$ cat config.mk
export PLATFORM = sky130hd
export DESIGN_NAME = mem_access
export DESIGN_NICKNAME = d
export VERILOG_FILES = /design/src/rtl/mem_access.sv
export SDC_FILE = /design/constraint.sdc
export NUM_CORES = 1
export LEC_CHECK = 0
export CORE_AREA = 3 3 140 142
export DETAILED_ROUTE_END_ITERATION = 8
export DIE_AREA = 0 0 143 145
export GPL_TIMING_DRIVEN = 0
export PLACE_DENSITY = 0.81
export SLEW_MARGIN = 20
export SYNTH_ARGS = -nofsm -noshare
export SYNTH_HDL_FRONTEND = slang
export SYNTH_SLANG_ARGS = --single-unit
$ cat constraint.sdc
create_clock -name clk -period 2.7 [get_ports clk]
set_input_delay 0.405 -clock clk [delete_from_list [all_inputs] [get_ports clk]]
set_output_delay 0.405 -clock clk [all_outputs]
set_load 0.01 [all_outputs]
$ cat src/rtl/mem_access.sv
// Purpose : MEM pipeline stage; RV32I loads/stores over a req/ack data port, produces WB regs.
// Latency : non-mem ops 1 cycle; mem ops >= 2 cycles (stall cycle + ack cycle), ack-driven.
// Backpr. : stall holds IF/ID/EXE and this stage's inputs while a transfer is outstanding.
//
// Ports:
//   clk, rst_n                      clock, async active-low reset
//   valid_mem/pc_mem/alu_mem/       MEM-stage instruction from execute (alu_mem = address)
//   rs2_mem/instr_mem
//   stall                           hold upstream registers
//   dmem_req/we/addr/wdata/be       registered data-memory request (addr word aligned)
//   dmem_ack/dmem_rdata             transfer complete / load word (sampled on ack only)
//   valid_wb/pc_wb/instr_wb/        write-back stage registers
//   wb_data_wb, forward_mem         load result or ALU result; forward_mem mirrors wb_data_wb
//   misalign_trap                   only with MISALIGN_TRAP_EN: one-cycle trap flag with valid_wb
//
// Optional feature macro: MISALIGN_TRAP_EN (misaligned half/word accesses trap instead of
// issuing a bus request).
module mem_access #(
  parameter int XLEN = 32
) (
  input  logic            clk,
  input  logic            rst_n,
  input  logic            valid_mem,
  input  logic [XLEN-1:0] pc_mem,
  input  logic [XLEN-1:0] alu_mem,
  input  logic [XLEN-1:0] rs2_mem,
  input  logic [XLEN-1:0] instr_mem,
  output logic            stall,
  output logic            dmem_req,
  output logic            dmem_we,
  output logic [XLEN-1:0] dmem_addr,
  output logic [XLEN-1:0] dmem_wdata,
  output logic [3:0]      dmem_be,
  input  logic            dmem_ack,
  input  logic [XLEN-1:0] dmem_rdata,
  output logic            valid_wb,
  output logic [XLEN-1:0] pc_wb,
  output logic [XLEN-1:0] instr_wb,
  output logic [XLEN-1:0] wb_data_wb,
`ifdef MISALIGN_TRAP_EN
  output logic            misalign_trap,
`endif
  output logic [XLEN-1:0] forward_mem
);

  localparam logic [6:0] OPC_LOAD  = 7'b0000011;
  localparam logic [6:0] OPC_STORE = 7'b0100011;

  localparam logic [1:0] SZ_BYTE = 2'd0;
  localparam logic [1:0] SZ_HALF = 2'd1;
  localparam logic [1:0] SZ_WORD = 2'd2;

  typedef enum logic {IDLE, BUSY} state_t;

  // ---------------------------------------------------------------- decode
  logic [6:0] opcode;
  logic [2:0] funct3;
  logic       is_load;
  logic       is_store;
  logic       mem_op;
  logic [1:0] off;
  logic [1:0] size;

  assign opcode   = instr_mem[6:0];
  assign funct3   = instr_mem[14:12];
  assign is_load  = (opcode == OPC_LOAD);
  assign is_store = (opcode == OPC_STORE);
  assign mem_op   = valid_mem & (is_load | is_store);
  assign off      = alu_mem[1:0];

  // Undefined load/store widths fall back to word accesses.
  always_comb begin
    size = SZ_WORD;
    if (is_load) begin
      case (funct3)
        3'b000, 3'b100: size = SZ_BYTE;
        3'b001, 3'b101: size = SZ_HALF;
        default:        size = SZ_WORD;
      endcase
    end else if (is_store) begin
      case (funct3)
        3'b000:  size = SZ_BYTE;
        3'b001:  size = SZ_HALF;
        default: size = SZ_WORD;
      endcase
    end
  end

  // ---------------------------------------------------------------- lanes
  logic [3:0]      be_calc;
  logic [XLEN-1:0] wdata_calc;
  logic [XLEN-1:0] addr_calc;
  logic            misaligned;

  always_comb begin
    be_calc    = 4'b1111;
    wdata_calc = rs2_mem;
    case (size)
      SZ_BYTE: begin
        be_calc    = 4'b0001 << off;
        wdata_calc = {4{rs2_mem[7:0]}};
      end
      SZ_HALF: begin
        be_calc    = off[1] ? 4'b1100 : 4'b0011;
        wdata_calc = {2{rs2_mem[15:0]}};
      end
      default: begin
        be_calc    = 4'b1111;
        wdata_calc = rs2_mem;
      end
    endcase
  end

  assign addr_calc  = {alu_mem[XLEN-1:2], 2'b00};
  assign misaligned = ((size == SZ_HALF) & off[0]) | ((size == SZ_WORD) & (off != 2'b00));

  // ---------------------------------------------------------------- load extract
  logic [XLEN-1:0] rdata_shift;
  logic [7:0]      ld_byte;
  logic [15:0]     ld_half;
  logic [XLEN-1:0] load_result;

  assign rdata_shift = dmem_rdata >> {off, 3'b000};
  assign ld_byte     = rdata_shift[7:0];
  assign ld_half     = off[1] ? dmem_rdata[31:16] : dmem_rdata[15:0];

  always_comb begin
    case (funct3)
      3'b000:  load_result = {{(XLEN-8){ld_byte[7]}}, ld_byte};
      3'b001:  load_result = {{(XLEN-16){ld_half[15]}}, ld_half};
      3'b100:  load_result = {{(XLEN-8){1'b0}}, ld_byte};
      3'b101:  load_result = {{(XLEN-16){1'b0}}, ld_half};
      default: load_result = dmem_rdata;
    endcase
  end

  // A trapping access never reaches the bus; it retires as a plain WB write.
  logic trap_go;
  logic bus_go;
`ifdef MISALIGN_TRAP_EN
  assign trap_go = mem_op & misaligned;
`else
  assign trap_go = 1'b0;
  logic  unused_misaligned;
  assign unused_misaligned = misaligned;
`endif
  assign bus_go = mem_op & ~trap_go;

  // ---------------------------------------------------------------- FSM
  state_t          state_q, state_d;
  logic            req_q, req_d;
  logic            we_q, we_d;
  logic [XLEN-1:0] addr_q, addr_d;
  logic [XLEN-1:0] wdata_q, wdata_d;
  logic [3:0]      be_q, be_d;
  logic            valid_wb_q, valid_wb_d;
  logic [XLEN-1:0] pc_wb_q, instr_wb_q, wb_data_q, wb_data_d;
  logic            trap_q, trap_d;
  logic            wb_load;
  logic            stall_c;

  always_comb begin
    state_d    = state_q;
    req_d      = req_q;
    we_d       = we_q;
    addr_d     = addr_q;
    wdata_d    = wdata_q;
    be_d       = be_q;
    valid_wb_d = 1'b0;
    wb_data_d  = alu_mem;
    trap_d     = 1'b0;
    wb_load    = 1'b0;
    stall_c    = 1'b0;
    case (state_q)
      IDLE: begin
        if (bus_go) begin
          stall_c = 1'b1;
          state_d = BUSY;
          req_d   = 1'b1;
          we_d    = is_store;
          addr_d  = addr_calc;
          be_d    = be_calc;
          wdata_d = wdata_calc;
        end else begin
          wb_load    = 1'b1;
          valid_wb_d = valid_mem;
          trap_d     = trap_go;
        end
      end
      BUSY: begin
        if (dmem_ack) begin
          // Inputs are still held by the stall, so decode/offset remain valid here.
          state_d    = IDLE;
          req_d      = 1'b0;
          wb_load    = 1'b1;
          valid_wb_d = 1'b1;
          wb_data_d  = is_load ? load_result : alu_mem;
        end else begin
          stall_c = 1'b1;
        end
      end
      default: state_d = IDLE;
    endcase
  end

  always_ff @(posedge clk or negedge rst_n) begin
    if (!rst_n) begin
      state_q    <= IDLE;
      req_q      <= 1'b0;
      we_q       <= 1'b0;
      addr_q     <= '0;
      wdata_q    <= '0;
      be_q       <= 4'b0000;
      valid_wb_q <= 1'b0;
      pc_wb_q    <= '0;
      instr_wb_q <= '0;
      wb_data_q  <= '0;
      trap_q     <= 1'b0;
    end else begin
      state_q    <= state_d;
      req_q      <= req_d;
      we_q       <= we_d;
      addr_q     <= addr_d;
      wdata_q    <= wdata_d;
      be_q       <= be_d;
      valid_wb_q <= valid_wb_d;
      trap_q     <= trap_d;
      if (wb_load) begin
        pc_wb_q    <= pc_mem;
        instr_wb_q <= instr_mem;
        wb_data_q  <= wb_data_d;
      end
    end
  end

  assign stall       = stall_c;
  assign dmem_req    = req_q;
  assign dmem_we     = we_q;
  assign dmem_addr   = addr_q;
  assign dmem_wdata  = wdata_q;
  assign dmem_be     = be_q;
  assign valid_wb    = valid_wb_q;
  assign pc_wb       = pc_wb_q;
  assign instr_wb    = instr_wb_q;
  assign wb_data_wb  = wb_data_q;
  assign forward_mem = wb_data_q;
`ifdef MISALIGN_TRAP_EN
  assign misalign_trap = trap_q;
`else
  logic  unused_trap;
  assign unused_trap = trap_q;
`endif

endmodule

# After elaboration in Yosys (flattened, before gate mapping)
# Index checks and enable logic that the tools add are counted.
# totals
regBits	166
input_bits	164
output_inout_bits	200
elab_cells	52
# classes
eq_ne	8
shifts	2
mux	23
bitwise	3
reduce_logical	6
# op_table
operator	n
32-bit one-hot mux with 4 select lines	1
32-bit 2-to-1 mux	3
32-bit one-hot mux with 2 select lines	1
32-bit by 5-bit right shift with 8-bit output	1
16-bit 2-to-1 mux	1
1-bit one-hot mux with 2 select lines	4
2-bit one-hot mux with 2 select lines	2
4-bit one-hot mux with 2 select lines	1
7-bit by 2-bit == test with 1-bit output, second input constant	1
7-bit by 6-bit == test with 1-bit output, second input constant	1
1-bit 2-to-1 mux	7
3-bit == test, second input constant	2
2-bit 2-to-1 mux	2
4-bit 2-to-1 mux	1
2-bit inequality test, second input constant	2
2-bit AND reduction	2
2-bit OR reduction	2
1-bit by 2-bit << shifter with 4-bit output, first input constant	1
3-bit by 1-bit == test with 1-bit output, second input constant	1
3-bit zero test	1
2-bit by 1-bit == test with 1-bit output, second input constant	1
2-bit zero test	1
1-bit bitwise AND	1
1-bit inverter	1
1-bit OR	1

# Longest topological paths before layout
# depth
depth_word	6
ltp_mapped	7
ltp_nobuf	5

# Worst setup path before layout
# OpenSTA, ideal clock, no wires.
# synth_path
path_type	input-to-reg
start	input instr_mem[3]
end	register wb_data_q[24], in the netlist forward_mem[24]
setup_time_ns	0.141
arrival_ns	2.158
t_required_ns	2.559
path_slack_ns	0.401
stages	7
path_buffers	3
path_cell_list	or4_1 > buf_2 > or4_1 > buf_2 > a311oi_4 > buf_6 > a221oi_1
# synth_between
elab_chain_cells	5
word_cells_on_any_way	9
classes_between	2 x eq/ne; 5 x mux; 2 x bitwise
# synth_rtl
item	line_no	text
start, declared	27	input logic [XLEN-1:0] instr_mem,
7-bit by 2-bit == test with 1-bit output / 7-bit by 6-bit == test with 1-bit output (equally long branches)	66, 67	
1-bit OR	68	assign mem_op = valid_mem & (is_load | is_store);
1-bit bitwise AND	68	
1-bit 2-to-1 mux	176	if (bus_go) begin
1-bit one-hot mux with 2 select lines	174	case (state_q)
end signal, assigned	231	wb_data_q <= wb_data_d;
end, declared	157	logic [XLEN-1:0] pc_wb_q, instr_wb_q, wb_data_q, wb_data_d;
# Several ways; a longest one is shown, not always the timed one.
# A chain may end at the register's enable or synchronous reset.

# Worst setup path in the final report
# layout_path
start	input instr_mem[4]
end	register wb_data_q[28], in the netlist forward_mem[28]
# Same word-level chain as after synthesis.

==> summary.md <==
| Metric | Value |
|---|---|
| Run status | `finished clean` |
| Register area share after synthesis | `54.7%` |
| CTS tree | `built` |
| Setup WS pre-CTS | `-1.11 ns` |
| Routed WL per cell | `19.1 um` |
| Die W | `143 um` |
| Register share of total power | `approximately 42%` |
| Async SR Flop Fraction | `100%` |
| Final net count | `1412` |
| Detailed Route Iter0 Violations | `656` |
| Core area | `18600 um^2` |
| Final-report setup violation count | `0` |
| Antenna-violating nets left | `0` |
| Gr ovfl total | `0` |
| Storage cell area | `4150 um^2` |
| Die height | `145 um` |
| Post-route minimum period | `2.61 ns` |
| Clk network pwr share | `36.9%` |
| Die area | `20700 um^2` |
| Avg Inst Size Synth | `8.82 um^2` |
| Residual DRC | `0` |
| FF+latch count, synth | `166` |
| Post-Route WL | `28.5 mm` |
| Overall Power | `6690 uW` |
| First-pass GRT wire length | `43.7 mm` |
| Pins over their slew limit | `0` |
| Setup Skew | `0.0102 ns` |
| Crit start category | `input pin` |
| Maximum clock frequency | `383 MHz` |
| Filler cell count | `1525` |
| I/O Buffers | `around 360` |
| CTS Sinks | `between 150 and 200` |
| Sw frac | `27.8%` |
| Area added between synthesis and finish | `60.9%` |
| Rel. slew slack | `39.2%` |
| CTS H-Tree Depth | `4` |
| Final Hold Viols | `0` |
| Hold Crit Class | `in -> reg` |
| Pre-antenna DRT Iters | `5` |
| Post-synthesis cell type count | `between 40 and 50` |
| CP Class | `in -> reg` |
| Maxcap violations | `0` |
| Clock transition at path regs | `around 0.070 ns` |
| Net Sw Power | `1860 uW` |
| Maximum root-to-sink buffer count | `2` |
| Yosys warnings | `0` |
| Pwr dens | `548 nW/um^2` |
| Largest net degree at the start of global routing | `86` |
| Avg Vias per Cell | `5.18` |
| Pint | `4830 uW` |
| Io pins | `364` |
| Starting Density | `40.9%` |
| Gr usage total | `27.1%` |
| Routed vias | `7750` |
| Sum Neg Setup Slack | `0 ns` |
| Slew @ Worst Pin | `0.889 ns` |
| Worst-path maximum fanout | `7` |
| Leak | `0.00552 uW` |
| CTS Buf Count | `17` |
| Post-layout util | `65.8%` |
| Clock insertion delay at the later pin of the skew report | `0.43 ns` |
| Multi-input gate area | `2930 um^2` |
| CP Data Required Time | `~3 ns` |
| Ys flop type | `dfrtp_1` |
| Worst EP arrival | `just under 3 ns` |
| Root Buffer | `clkbuf_16` |
| Initial antenna violation count | `0` |
| Layout cells sized above 1 | `7.14%` |
| Final GP Congestion | `0.917` |
| Synthesized cell area | `7600 um^2` |
| CP endpoint kind | `register` |
| Number of synthesized flops with an enable pin | `0` |
| Row count | `50` |
| Placed wire-length estimate | `21.4 mm` |
| Post-Synthesis Cells | `around 860` |
| Period utilization | `96.6%` |
| Max IR drop VDD | `~0.41 mV` |
| Vias in the first global route | `roughly 7.8k` |
| Fin Hold WS | `0.294 ns` |
| Worst Setup Slack, final | `0.0910 ns` |
| Comb power frac | `20.7%` |
| Ant diodes | `0` |
## cell families after synthesis
kind of cell / Yosys count / synth area share (%)
AOI/OAI and AO/OA: 130 / 11.6
and+or+nand+nor: 430 / 23.0
buffers and inverters: 110 / 7.25
other: 1 / 0.0494
DFF: 166 / 54.7
muxes: 24 / 3.38
## what timing repair did
item | in CTS | in global routing
resized for setup | 11 | 5
gates cloned | 0 | 1
setup endpoints to repair | 13 | 14
endpoints found under the hold margin | 16 | 0
buffers inserted | 0 | 4
pin swaps | 1 | 1
hold buffers | 1 | 0
## worst paths after layout
kind | startpoint | endpoint | slack (ns) | depth (start not counted)
worst max register to register | state_q | instr_wb[11] | 0.45 | 6
max in group asynchronous | rst_n | instr_wb[5] | 1.33 | 3
worst min-delay path | instr_mem[3] | instr_wb[3] | 0.29 | 3
min in group asynchronous | rst_n | dmem_addr[24] | 0.53 | 2
worst min register to register | pc_wb[5] | pc_wb[5] | 0.47 | 2
worst max-delay path | instr_mem[4] | forward_mem[28] | 0.09 | 9
## layout by cell type (no fill, tap or decap), types with 3 or more instances in the layout
cell	instances
clkbuf_16	18
buf_2	3
mux2i_1	20
nor3b_1	8
a21oi_1	33
buf_4	37
dfrtp_1	166
nor3_1	4
nand2_1	330
a221oi_1	12
a31oi_1	3
buf_1	3
nand3_1	24
mux2_2	3
o221ai_1	5
o311ai_0	8
clkdlybuf4s50_1	357
inv_6	7
o2111ai_1	8
o211ai_1	16
nor2b_1	8
o21ai_0	33
nor2_1	44
inv_1	18
a211oi_1	4
clkbuf_1	47
## worst max-delay path, stage by stage
cell	delay (ns)
clkdlybuf4s50_1	0.48
or4_1	0.49
buf_2	0.19
or4_1	0.41
clkbuf_4	0.21
a311oi_4	0.27
buf_6	0.17
buf_2	0.17
a221oi_1	0.09
## Yosys cell counts, drive strengths merged, types with 2 or more instances
library cell / n / area [um^2]
dfrtp: 166 / 4150
a211oi: 4 / 30.0
clkbuf: 49 / 184
inv: 18 / 67.6
o21ai: 33 / 165
o311ai: 8 / 70.1
nor3: 4 / 20.0
mux2: 3 / 33.8
nand3: 24 / 120
o221a: 2 / 22.5
a2111o: 2 / 22.5
a31oi: 3 / 18.8
a21oi: 33 / 165
o2111ai: 8 / 70.1
nor2b: 8 / 50.1
o221ai: 5 / 43.8
o211ai: 16 / 120
nand2b: 2 / 12.5
nor3b: 8 / 60.1
nor2: 44 / 165
or4: 2 / 15.0
nor4: 2 / 18.8
buf: 42 / 295
nand2: 330 / 1240
mux2i: 20 / 200
a221oi: 12 / 105
## power groups by stage
stage	Combinational [uW]	Clock, uW	Sequential [uW]
4_1_cts	1390	2480	2840
5_1_grt	1490	2590	2870
3_3_place_gp	1350	0	2880
6_report	1380	2470	2840
2_1_floorplan	333	0	2980
3_5_place_dp	1380	0	2890
## flip-flops by register name, summed over array words and instances, names as in the netlist
register / flops
dmem_wdata: 32
pc_wb: 32
state_q: 1
forward_mem: 32
instr_wb: 32
dmem_req: 1
dmem_addr: 30
dmem_we: 1
dmem_be: 4
valid_wb: 1
## layout make-up
type                       count  area share [%]
tap                          234            2.39
sequential                   166            34.0
timing repair buffer         368            30.2
multi-input combinational    586            24.0
clock buffer                  18            3.59
inverter                      19           0.583
buffer                        90            4.10
clock inverter                14            1.13
## metrics by stage
step / std cells / cell area, um^2
floorplan: 862 / 7600
global placement: 1457 / 11500
detailed placement: 1458 / 11500
CTS: 1490 / 12200
global route: 1495 / 12200
finish: 1495 / 12200
## layer usage
| layer | up-vias | track usage, % | wire length (um) |
|---|---|---|---|
| li1 | 3605 | - | - |
| met1 | 3721 | 33.2 | 11200 |
| met2 | 381 | 45.7 | 14200 |
| met3 | 43 | 7.98 | 2540 |
| met4 | 0 | 8.60 | 588 |
| met5 | - | 0 | 0 |
No activity file was read; power rests on OpenSTA's default activity.
